**src/rtl/traffic_phase_scheduler.sv**
```systemverilog
// Four-way intersection phase sequencer. Latched crosswalk requests are served in an
// all-red WALK phase. All phase timing counts one-clk tick_en strobes.
module traffic_phase_scheduler #(
    parameter int CNT_W     = 8,
    parameter int T_GREEN   = 10,
    parameter int MIN_GREEN = 4,
    parameter int T_YELLOW  = 3,
    parameter int T_ALLRED  = 1,
    parameter int T_WALK    = 6
) (
    input  logic       clk,
    input  logic       rst,
    input  logic       tick_en,
    input  logic [3:0] ped_req,
    output logic       NS_G,
    output logic       NS_Y,
    output logic       NS_R,
    output logic       EW_G,
    output logic       EW_Y,
    output logic       EW_R,
    output logic       WALK,
    output logic       ped_ack,
    output logic [2:0] phase
);

    typedef enum logic [2:0] {
        NS_GREEN  = 3'd0,
        NS_YELLOW = 3'd1,
        ALLRED_A  = 3'd2,
        EW_GREEN  = 3'd3,
        EW_YELLOW = 3'd4,
        ALLRED_B  = 3'd5,
        WALK_A    = 3'd6,
        WALK_B    = 3'd7
    } state_e;

    typedef struct packed {
        logic ns_g;
        logic ns_y;
        logic ns_r;
        logic ew_g;
        logic ew_y;
        logic ew_r;
        logic walk;
    } lamps_t;

    // Last elapsed value of each state: a state ends on the tick where elapsed hits it.
    localparam logic [CNT_W-1:0] GREEN_LAST  = CNT_W'(T_GREEN - 1);
    localparam logic [CNT_W-1:0] YELLOW_LAST = CNT_W'(T_YELLOW - 1);
    localparam logic [CNT_W-1:0] ALLRED_LAST = CNT_W'(T_ALLRED - 1);
    localparam logic [CNT_W-1:0] WALK_LAST   = CNT_W'(T_WALK - 1);
    localparam logic [CNT_W-1:0] MIN_LAST    = CNT_W'(MIN_GREEN - 1);
    localparam lamps_t LAMPS_ALLRED = '{ns_r: 1'b1, ew_r: 1'b1, default: 1'b0};

    state_e           state_q, state_d;
    logic [CNT_W-1:0] elapsed_q, elapsed_d;
    logic [CNT_W-1:0] dur_last;
    logic             pending_q, pending_d;
    logic [3:0]       sync1_q, sync2_q, prev_q;
    lamps_t           lamps_q, lamps_d;
    logic             ped_ack_q, ped_ack_d;
    logic [2:0]       phase_q;
    logic             any_edge, pend_now, is_green, leave;

    // NOTE: every flop uses <= so all registers sample pre-edge values, whatever the statement order.
    always_ff @(posedge clk or negedge rst) begin
        if (!rst) begin
            sync1_q <= '0;
            sync2_q <= '0;
            prev_q  <= '0;
        end else begin
            sync1_q <= ped_req;
            sync2_q <= sync1_q;
            prev_q  <= sync2_q;
        end
    end

    always_comb begin
        dur_last = GREEN_LAST;
        case (state_q)
            NS_GREEN, EW_GREEN:   dur_last = GREEN_LAST;
            NS_YELLOW, EW_YELLOW: dur_last = YELLOW_LAST;
            ALLRED_A, ALLRED_B:   dur_last = ALLRED_LAST;
            default:              dur_last = WALK_LAST;
        endcase
    end

    // NOTE: every signal gets a default before any branch, so no path can infer a latch.
    always_comb begin
        any_edge = |(sync2_q & ~prev_q);
        pend_now = pending_q | any_edge;
        is_green = (state_q == NS_GREEN) || (state_q == EW_GREEN);
        leave    = tick_en &&
                   ((elapsed_q == dur_last) ||
                    (is_green && pend_now && (elapsed_q >= MIN_LAST)));

        state_d = state_q;
        if (leave) begin
            case (state_q)
                NS_GREEN:  state_d = NS_YELLOW;
                NS_YELLOW: state_d = ALLRED_A;
                ALLRED_A:  state_d = pend_now ? WALK_A : EW_GREEN;
                WALK_A:    state_d = EW_GREEN;
                EW_GREEN:  state_d = EW_YELLOW;
                EW_YELLOW: state_d = ALLRED_B;
                ALLRED_B:  state_d = pend_now ? WALK_B : NS_GREEN;
                default:   state_d = NS_GREEN;
            endcase
        end

        // Entering WALK serves the request; an edge arriving on that very cycle re-arms it.
        ped_ack_d = leave && ((state_d == WALK_A) || (state_d == WALK_B));
        pending_d = ped_ack_d ? any_edge : pend_now;

        elapsed_d = elapsed_q;
        if (leave) begin
            elapsed_d = '0;
        end else if (tick_en && (elapsed_q != '1)) begin
            elapsed_d = elapsed_q + 1'b1;
        end
    end

    always_comb begin
        lamps_d = LAMPS_ALLRED;
        case (state_d)
            NS_GREEN: begin
                lamps_d.ns_g = 1'b1;
                lamps_d.ns_r = 1'b0;
            end
            NS_YELLOW: begin
                lamps_d.ns_y = 1'b1;
                lamps_d.ns_r = 1'b0;
            end
            EW_GREEN: begin
                lamps_d.ew_g = 1'b1;
                lamps_d.ew_r = 1'b0;
            end
            EW_YELLOW: begin
                lamps_d.ew_y = 1'b1;
                lamps_d.ew_r = 1'b0;
            end
            WALK_A, WALK_B: lamps_d.walk = 1'b1;
            default: ;
        endcase
    end

    always_ff @(posedge clk or negedge rst) begin
        if (!rst) begin
            state_q   <= ALLRED_B;
            elapsed_q <= '0;
            pending_q <= 1'b0;
            lamps_q   <= LAMPS_ALLRED;
            ped_ack_q <= 1'b0;
            phase_q   <= ALLRED_B;
        end else begin
            state_q   <= state_d;
            elapsed_q <= elapsed_d;
            pending_q <= pending_d;
            lamps_q   <= lamps_d;
            ped_ack_q <= ped_ack_d;
            phase_q   <= state_d;
        end
    end

    assign NS_G    = lamps_q.ns_g;
    assign NS_Y    = lamps_q.ns_y;
    assign NS_R    = lamps_q.ns_r;
    assign EW_G    = lamps_q.ew_g;
    assign EW_Y    = lamps_q.ew_y;
    assign EW_R    = lamps_q.ew_r;
    assign WALK    = lamps_q.walk;
    assign ped_ack = ped_ack_q;
    assign phase   = phase_q;

endmodule

```
**config.mk**
```make
export PLATFORM = sky130hd
export DESIGN_NAME = traffic_phase_scheduler
export DESIGN_NICKNAME = d
export VERILOG_FILES = /design/src/rtl/traffic_phase_scheduler.sv
export SDC_FILE = /design/constraint.sdc
export NUM_CORES = 1
export LEC_CHECK = 0
export ABC_AREA = 1
export CORE_MARGIN = 1
export CORE_UTILIZATION = 30
export CTS_CLUSTER_DIAMETER = 50
export DETAILED_ROUTE_END_ITERATION = 12
export GPL_ROUTABILITY_DRIVEN = 1
export PLACE_DENSITY_LB_ADDON = 0.2
export SYNTH_ARGS = -nofsm -noshare
export SYNTH_HDL_FRONTEND = slang
export SYNTH_SLANG_ARGS = --single-unit
export TNS_END_PERCENT = 1
```
**constraint.sdc**
```tcl
create_clock -name clk -period 1.75 [get_ports clk]
set_input_delay 0.2625 -clock clk [delete_from_list [all_inputs] [get_ports clk]]
set_output_delay 0.2625 -clock clk [all_outputs]
set_load 0.01 [all_outputs]
```
==> results by group, run 1 <==
Layout
  – Post-route insts no fill: approximately 270
  – Area Growth Syn to Fin: 38.1%
  – Diodes inserted: 0
  – Nets: 213
  – Ratio of cells with drive above 1 in the final layout: 0.325
  – Fill count: 474

Global route
  – Initial antenna violation count: 0
  – Total GRT Usage: 0.129
  – Gr ovfl total: 0
  – Vias in the first global route: about 1200
  – Largest net degree at the start of global routing: 33
  – First-pass GRT wire length: between 5 and 6 mm

Power
  – Pwr dens: 1820 nW/um^2
  – Peak supply drop: approximately 0.55 mV
  – P_leak: about 1.0 nW

Logic synthesis
  – Ranking of synthesized cells by area: dfrtp_1 47%, nand2_1 11%, dfstp_2 7.0%
  – Sequential element share of the synthesized area: 0.540
  – EDFF count, synth: 0
  – Post-synth top area share: 0.470
  – Synth cell types: 25
  – Count leader, synth: nand2_1
  – Fraction of registers with async set/reset: 1.00
  – Post-synthesis instance area: roughly 1500 um^2
  – Post-Syn Instances: around 160
  – Synth top cells by count: 42 x nand2_1, 28 x dfrtp_1, 17 x nor2_1, 16 x nand3_1, 12 x inv_1
  – Synth area leader: dfrtp_1
  – Synth Area per Inst: approximately 9.1 um^2
  – #FFs+latches synth: 32
  – Most used DFF post-synth: dfrtp_1
  – Syn. warnings: 0
  – Syn_nets: between 150 and 200

Critical path
  – Critical Setup Path Class: reg2reg
  – Data arrival, critical path: just over 2000 ps
  – Crit-path max FO: 7
  – Crit path largest cell delay: 650 ps
  – WP data required: roughly 2000 ps
  – CP Launch Type: flop
  – Slowest-stage cell, CP: dfstp_2
  – Reg2Reg Setup Slack: -50 ps
  – Cell repeated most along the worst path: nand2_2
  – CP Capture Type: flop
  – Worst-path cell chain: nor2_4 > nand2_2 > nand2_2 > nand2_2 > nand2_2 > nor2_4 > nand3_4 > a21boi_4 > buf_6 > o21ai_4 > buf_4

Run
  – Max_cap viols: 0

Timing
  – Final period util: 1.03
  – Setup ws final: -47.3 ps
  – Hold Violations, Final: 0
  – Final setup vio count: 14
  – RSZ-0062 raised after global routing: yes
  – Worst-margin pin slew: 419 ps
  – Final Skew: roughly 10 ps
  – Max_slew headroom: 0.719
  – Fin crit period: 1800 ps
  – Fmax: approximately 0.56 GHz
  – Slew Viols, Final: 0

Drt
  – DR vias/cell: 4.23
  – Final wirelength: approximately 3 mm
  – Initial DRC count: 58
  – Drt wl/cell: 10.9 um
  – DRC: 0
  – Drt pass-1 iters: 4
  – Total number of vias: around 1200
  – Detail Route Antenna Nets: 0

Clock tree
  – Root Driver: clkbuf_8
  – Sinks on the clock net: 32
  – Clock Path Buffers: 2
  – Clock latency on the worst-skew pair: 280 ps
  – CTS tree: yes
  – TritonCTS buffer count: 5
  – Clock Pin Slew Worst Setup and Hold Paths: approximately 70 ps
  – H-tree levels: 2

Placement
  – Final GP Congestion: 0.810
  – Placed cell count: ~260
  – Buffers on Ports: 17
  – Post-Place Worst Slack: -35.7 ps
  – HPWL Detailed: 2.16 mm

Die
  – Num ports: 18
  – Die Span Y: slightly above 70 um
  – Die Width: roughly 73 um
  – Core area: roughly 4800 um^2
  – Initial Util: 0.314
  – FP Rows: 25
  – Die ar.: about 5300 um^2

Status
  – Failing checks: setup timing
  – Outcome: complete, but fails checks

Min path
  – Hold Path Class: reg2reg
-- cell usage in the layout (no fill, tap or decap), types with 4 or more instances in the layout --
master / synthesis / routed
nor2_1: 17 / 16
nand2_1: 42 / 34
dfrtp_1: 28 / 27
buf_4: 1 / 18
nand3_1: 16 / 15
clkdlybuf4s50_1: 0 / 16
inv_1: 12 / 12
o21ai_0: 5 / 4
clkbuf_8: 0 / 5
xor2_1: 4 / 4
nand2_2: 9 / 15
nand2_4: 3 / 4
dfstp_2: 4 / 4
-- state kept, by name, indices dropped and copies added, names as in the netlist --
signal and cells:
sync2_q 4, NS_R 1, WALK 1, ped_ack 1, pending_q 1, sync1_q 4
NS_G 1, elapsed_q 8, EW_R 1, phase 3, NS_Y 1, EW_G 1
EW_Y 1, prev_q 4
-- worst paths after layout --
path / end / depth (start not counted) / start
worst min register to register: sync2_q[3] / 0 / sync1_q[3]
worst min-delay path: sync2_q[3] / 0 / sync1_q[3]
max in group asynchronous: EW_R / 2 / rst
worst max-delay path: phase[2] / 11 / phase[0]
worst max register to register: phase[2] / 11 / phase[0]
min in group asynchronous: prev_q[2] / 2 / rst
-- per-layer routing --
layer / vias up / part of all wire / GRT usage
met3: 2 / 0.034 / 0.0333
met2: 18 / 0.51 / 0.231
li1: 598 / - / -
met5: - / 0 / 0
met1: 537 / 0.45 / 0.149
met4: 0 / 0.010 / 0.0458
-- critical path, delay by kind of cell (launching register included) --
kind / cells / cell delay, ps
and+or+nand+nor: 7 / 540
buffers and inverters: 2 / 260
DFF: 1 / 650
AOI/OAI and AO/OA: 2 / 290
-- final cells by class --
class                   count  area (um^2)  area share
clock inverters             3         18.8     0.00911
flip-flops and latches     32          807       0.392
repair buffers             36          315       0.153
clock buffers               5         68.8      0.0334
multi-input cells         115          709       0.344
well taps                  67         83.8      0.0407
inverters                  15         56.3      0.0273
-- per-stage QoR --
| stage | util | hold WS (ps) | cell area [um^2] | total power, mW | setup TNS (ps) |
|---|---|---|---|---|---|
| floorplan | - | -33.1 | 1490 | 2.23 | 0 |
| global placement | 0.385 | 332 | 1830 | 2.80 | -88.1 |
| detailed placement | 0.385 | 339 | 1830 | 2.81 | -135 |
| CTS | 0.419 | 354 | 1990 | 3.60 | -184 |
| global route | 0.433 | 359 | 2060 | 4.04 | -2460 |
| finish | 0.433 | 352 | 2060 | 3.75 | -332 |
-- cells by family (layout without fill, tap and decap cells) --
kind of cell,Yosys count,count (layout),share of synthesized area
AOI/OAI and AO/OA,10,10,0.0487
xor gates and xnor gates,4,4,0.0235
adders and majority gates,1,1,0.00839
buffers and inverters,17,59,0.0503
DFF,32,32,0.540
and+or+nand+nor,99,100,0.329
-- repair_timing --
action	in CTS	in global routing
endpoints found under the setup margin	6	19
cloned	1	0
pin swaps	5	7
resized for setup	10	13
hold buffers	0	0
setup buffers	2	3
-- power breakdown --
group	switching (mW)	total, mW	internal (mW)	leakage (nW)
clock	0.273	0.549	0.277	0.0479
sequential	0.153	1.10	0.946	0.389
combinational	1.17	2.10	0.924	0.558
No activity file was read; power rests on OpenSTA's default activity.
==> run 2: changes to the inputs <==
ABC_CLOCK_PERIOD_IN_PS = 1750   (was unset)
==> results of run 2 <==
The final DEF is identical to that of run 1; final timing and power are the same.
==> patch 1, RTL diff (settings of run 1) <==
Change the parameter `T_WALK` from 6 to 3.
--- a/src/rtl/traffic_phase_scheduler.sv
+++ b/src/rtl/traffic_phase_scheduler.sv
@@ -6,7 +6,7 @@
     parameter int MIN_GREEN = 4,
     parameter int T_YELLOW  = 3,
     parameter int T_ALLRED  = 1,
-    parameter int T_WALK    = 6
+    parameter int T_WALK    = 3
 ) (
     input  logic       clk,
     input  logic       rst,
Behaviour: not the same (a bounded check fails within 10 cycles, from zero or initial values and one cycle with rst low).
==> patch 1 against run 1 <==
The flow still finishes with violations (negative setup slack); sequential cell count unchanged; area after synthesis down 1.9%; fmax up 2.5%; utilization down 0.86 points; worst setup slack better by 0.043 ns; routed wire length down 2.4%; final area down 3.3%; critical path depth down 1; total power down 3.4%; largest power group unchanged.
==> patch 1: results <==
set metrics [dict create \
    grt_util_met2_pct 22.4 \
    place_ws_ns -0.0193 \
    fin_cells 272 \
    ys_types 23 \
    layout-drive-gt1-share_pct 27.5 \
    relSlewSlack_pct 74.5 \
    p_seq_share_pct 29.2 \
    buffers_excl_clock 39 \
    reg2regPathDepth 10 \
    wirelength_um 2910 \
    worst_slack_ns -0.00397 \
    p_int_uw 2130 \
    wl_met2_um 1370 \
    grt_usage_pct 13.7 \
    gp_congestion 0.843 \
    fillCellCount 458 \
    yosys-top-cells-count "nand2_1 (46), dfrtp_1 (28), nand3_1 (20)" \
    cp_max_fo 6 \
    place_area_um2 1810 \
    drt-initial-drc-count 74 \
    skew_ns 0.00902 \
    grt_util_met1_pct 16.8 \
    status "finished with violations" \
    dp_hpwl_um 2100 \
    met3_usage_pct 4.22 \
    cts_resized 0 \
    nonClkBufAreaFrac_pct 17.3 \
    arrival_ns 1.94 \
    clk_share_pct 4.40 \
    ir_drop_v 0.000513 \
    combPwrFrac_pct 55.3 \
    inv_count 21 \
    ys_seq_area_share_pct 55.1 \
    setup_viol 1 \
    cts_setup_buffers 1 \
    syn_nets 180 \
    num-nets-final 225 \
    cp_slowest_stage_delay_ns 0.61 \
    power_leakage_uw 0.00102 \
    wl_met1_um 1340 \
    grt_pass1_wl_um 5310 \
    multi_input_gates 118 \
    violations "negative setup slack" \
    syn-instance-count 172 \
    route.met3.wl_um 128 \
    endpoint "pending_q" \
]
patch 1: cell count changes after synthesis, sizes merged, moves of 2 or more:
| cell | change |
|---|---|
| inv | +6 |
| xor2 | -4 |
| a21oi | +3 |
| nand2 | +2 |
| nand3b | -2 |
| nand4 | +2 |
patch 1: worst min path at each step:
stage / from / end / slack (ns) / cells after the start
floorplan: rst / EW_G / -0.03 / 0
global placement: sync1_q[2] / sync2_q[2] / 0.33 / 0
detailed placement: sync1_q[3] / sync2_q[3] / 0.34 / 0
CTS: sync1_q[3] / sync2_q[3] / 0.35 / 0
global route: sync1_q[3] / sync2_q[3] / 0.35 / 0
finish: sync1_q[3] / sync2_q[3] / 0.35 / 0
patch 1: kinds of logic (layout without fill, tap and decap cells):
kind of cell | Yosys count | after routing | share of synthesized area, %
and+or+nand+nor | 101 | 102 | 30.9
adders and majority gates | 1 | 1 | 0.855
AOI/OAI and AO/OA | 15 | 15 | 6.67
buffers and inverters | 23 | 68 | 6.50
DFF | 32 | 32 | 55.1
==> patch 2, RTL diff (config.mk and constraints of run 1) <==
Without the edit above. Make the reset (`rst`) synchronous in 2 clocked blocks.
--- a/src/rtl/traffic_phase_scheduler.sv
+++ b/src/rtl/traffic_phase_scheduler.sv
@@ -63,7 +63,7 @@
     logic             any_edge, pend_now, is_green, leave;
 
     // NOTE: every flop uses <= so all registers sample pre-edge values, whatever the statement order.
-    always_ff @(posedge clk or negedge rst) begin
+    always_ff @(posedge clk) begin
         if (!rst) begin
             sync1_q <= '0;
             sync2_q <= '0;
@@ -144,7 +144,7 @@
         endcase
     end
 
-    always_ff @(posedge clk or negedge rst) begin
+    always_ff @(posedge clk) begin
         if (!rst) begin
             state_q   <= ALLRED_B;
             elapsed_q <= '0;
Formal check against the unedited RTL: differs if rst is asserted again (counterexample within 4 cycles, from zero or initial values and one cycle with rst low); with rst held inactive, the same outputs for 10 cycles.
==> patch 2 against run 1 <==
Fmax grew 8.0%; die area shrank 6.5%; worst setup slack gained 0.13 ns; sequential cell count is the same; routed wire length shrank 2.6%; total power shrank 23%; non-clock buffer count shrank 3; area after synthesis shrank 6.6%; final area shrank 8.0%; highest routed layer unchanged; via count grew 11%; critical path type unchanged.
==> patch 2: results <==
set metrics [dict create \
    cpMaxStageDelayCell "dfxtp_4" \
    skew_ns 0.00584 \
    grt_max_degree 11 \
    cp_max_fo 7 \
    status "complete, no violations" \
    cp_top_family "simple AND/OR/NAND/NOR gates" \
    avgViaCountPerCell 4.44 \
    antenna_found_initial 0 \
    power.switching_uw 1080 \
    yosys-top-cells-count "nand2_1 (58), inv_1 (33), dfxtp_1 (32)" \
    cts_made_buffers 5 \
    gp_congestion 0.867 \
    power_leakage_uw 0.000936 \
    grt_pass1_vias 1187 \
    cts_max_path_buffers 2 \
    arrival_ns 1.85 \
    ys_types 26 \
    hold_viol_final 0 \
    ys_seq_area_share_pct 46.0 \
    relSlewSlack_pct 79.6 \
    clock_latency_ns 0.28 \
    firstDrtPassIters 4 \
    num-nets-final 243 \
    fillCellCount 457 \
    clk_pin_slew_ns 0.07 \
    ys_top_cells_by_area "dfxtp_1 (46%), nand2_1 (16%), inv_1 (8.9%), nand3_1 (7.2%), nor2_1 (4.6%)" \
    place_ws_ns -0.0102 \
    layout-drive-gt1-share_pct 19.9 \
    async_flop_share_pct 0 \
    grt_pass1_wl_um 5130 \
    cts-htree-levels 2 \
    cp_slowest_stage_delay_ns 0.37 \
    io_buffers 17 \
    dp_hpwl_um 2080 \
    wire_per_inst_um 10.1 \
    cts_setup_buffers 0 \
    hp-class "reg -> reg" \
    drt-initial-drc-count 89 \
    grt_usage_pct 13.5 \
    n_antenna_cell 0 \
    syn_nets 207 \
    synth_flop_cell "dfxtp_1" \
    yosys_warnings 0 \
    ir_drop_v 0.000407 \
    cts_root_buffer "clkbuf_8" \
    top_register "elapsed_q" \
    largest_reg_flops 8 \
]
[patch 2: through the flow]
step / setup TNS, ns / utilization [%] / area, um^2 / cells
finish: 0 / 42.9 / 1890 / 288
detailed placement: -0.0102 / 39.0 / 1720 / 280
CTS: 0 / 41.4 / 1830 / 288
global placement: -0.0842 / 39.0 / 1720 / 280
floorplan: 0 / - / 1390 / 199
global route: -0.246 / 42.9 / 1890 / 288
[patch 2: worst paths after layout]
kind / slack, ns / cells past startpoint / to / startpoint
worst max register to register: 0.09 / 14 / EW_R / phase[1]
worst max-delay path: 0.09 / 14 / EW_R / phase[1]
worst min-delay path: 0.41 / 2 / sync2_q[1] / sync1_q[1]
worst min register to register: 0.41 / 2 / sync2_q[1] / sync1_q[1]
[patch 2: cells by family (layout without fill, tap and decap cells)]
kind of cell,after synthesis,count (layout),synth area share [%]
flip-flops,32,32,46.0
AO/OA/AOI/OAI,10,10,3.86
AND/OR/NAND/NOR,111,111,34.8
XOR/XNOR,4,4,2.52
adder cells (fa/ha/maj),1,1,0.898
buffers and inverters,41,78,11.9
[patch 2: tightest hold or removal path: stages, from the launching register on]
cell and delay [ns]:
dfxtp_1 0.30, nand2_1 0.04, inv_1 0.04
[patch 2: power groups by stage]
stage | clock network [uW] | registers [uW] | logic (uW)
floorplan | 0 | 965 | 666
global placement | 0 | 924 | 1160
detailed placement | 0 | 927 | 1140
CTS | 720 | 914 | 1140
global route | 758 | 936 | 1420
finish | 699 | 922 | 1280
[patch 2: layout make-up]
cell class                 count  area, um^2  share of cell area, %
sequential                    32         648                   34.2
multi-input combinational    126         644                   34.0
timing repair buffer          33         290                   15.3
inverter                      37         139                   7.33
clock buffer                   6        72.6                   3.83
tap                           52        65.1                   3.43
clock inverter                 2        35.0                   1.85
[patch 2: timing repair]
action | CTS | global route
endpoints found under the setup margin | 1 | 19
pin swaps | 0 | 5
endpoints found under the hold margin | 0 | 0
resized for setup | 1 | 17
cloned | 0 | 0
[patch 2: layer usage]
metal / wire length [um] / part of all wire [%] / vias up / global-route usage, %
met3: 124 / 4.3 / 6 / 4.04
met5: 0 / 0 / - / 0
met2: 1280 / 44 / 27 / 19.4
met4: 55 / 1.9 / 0 / 7.33
met1: 1440 / 49 / 567 / 17.8
li1: - / - / 679 / -
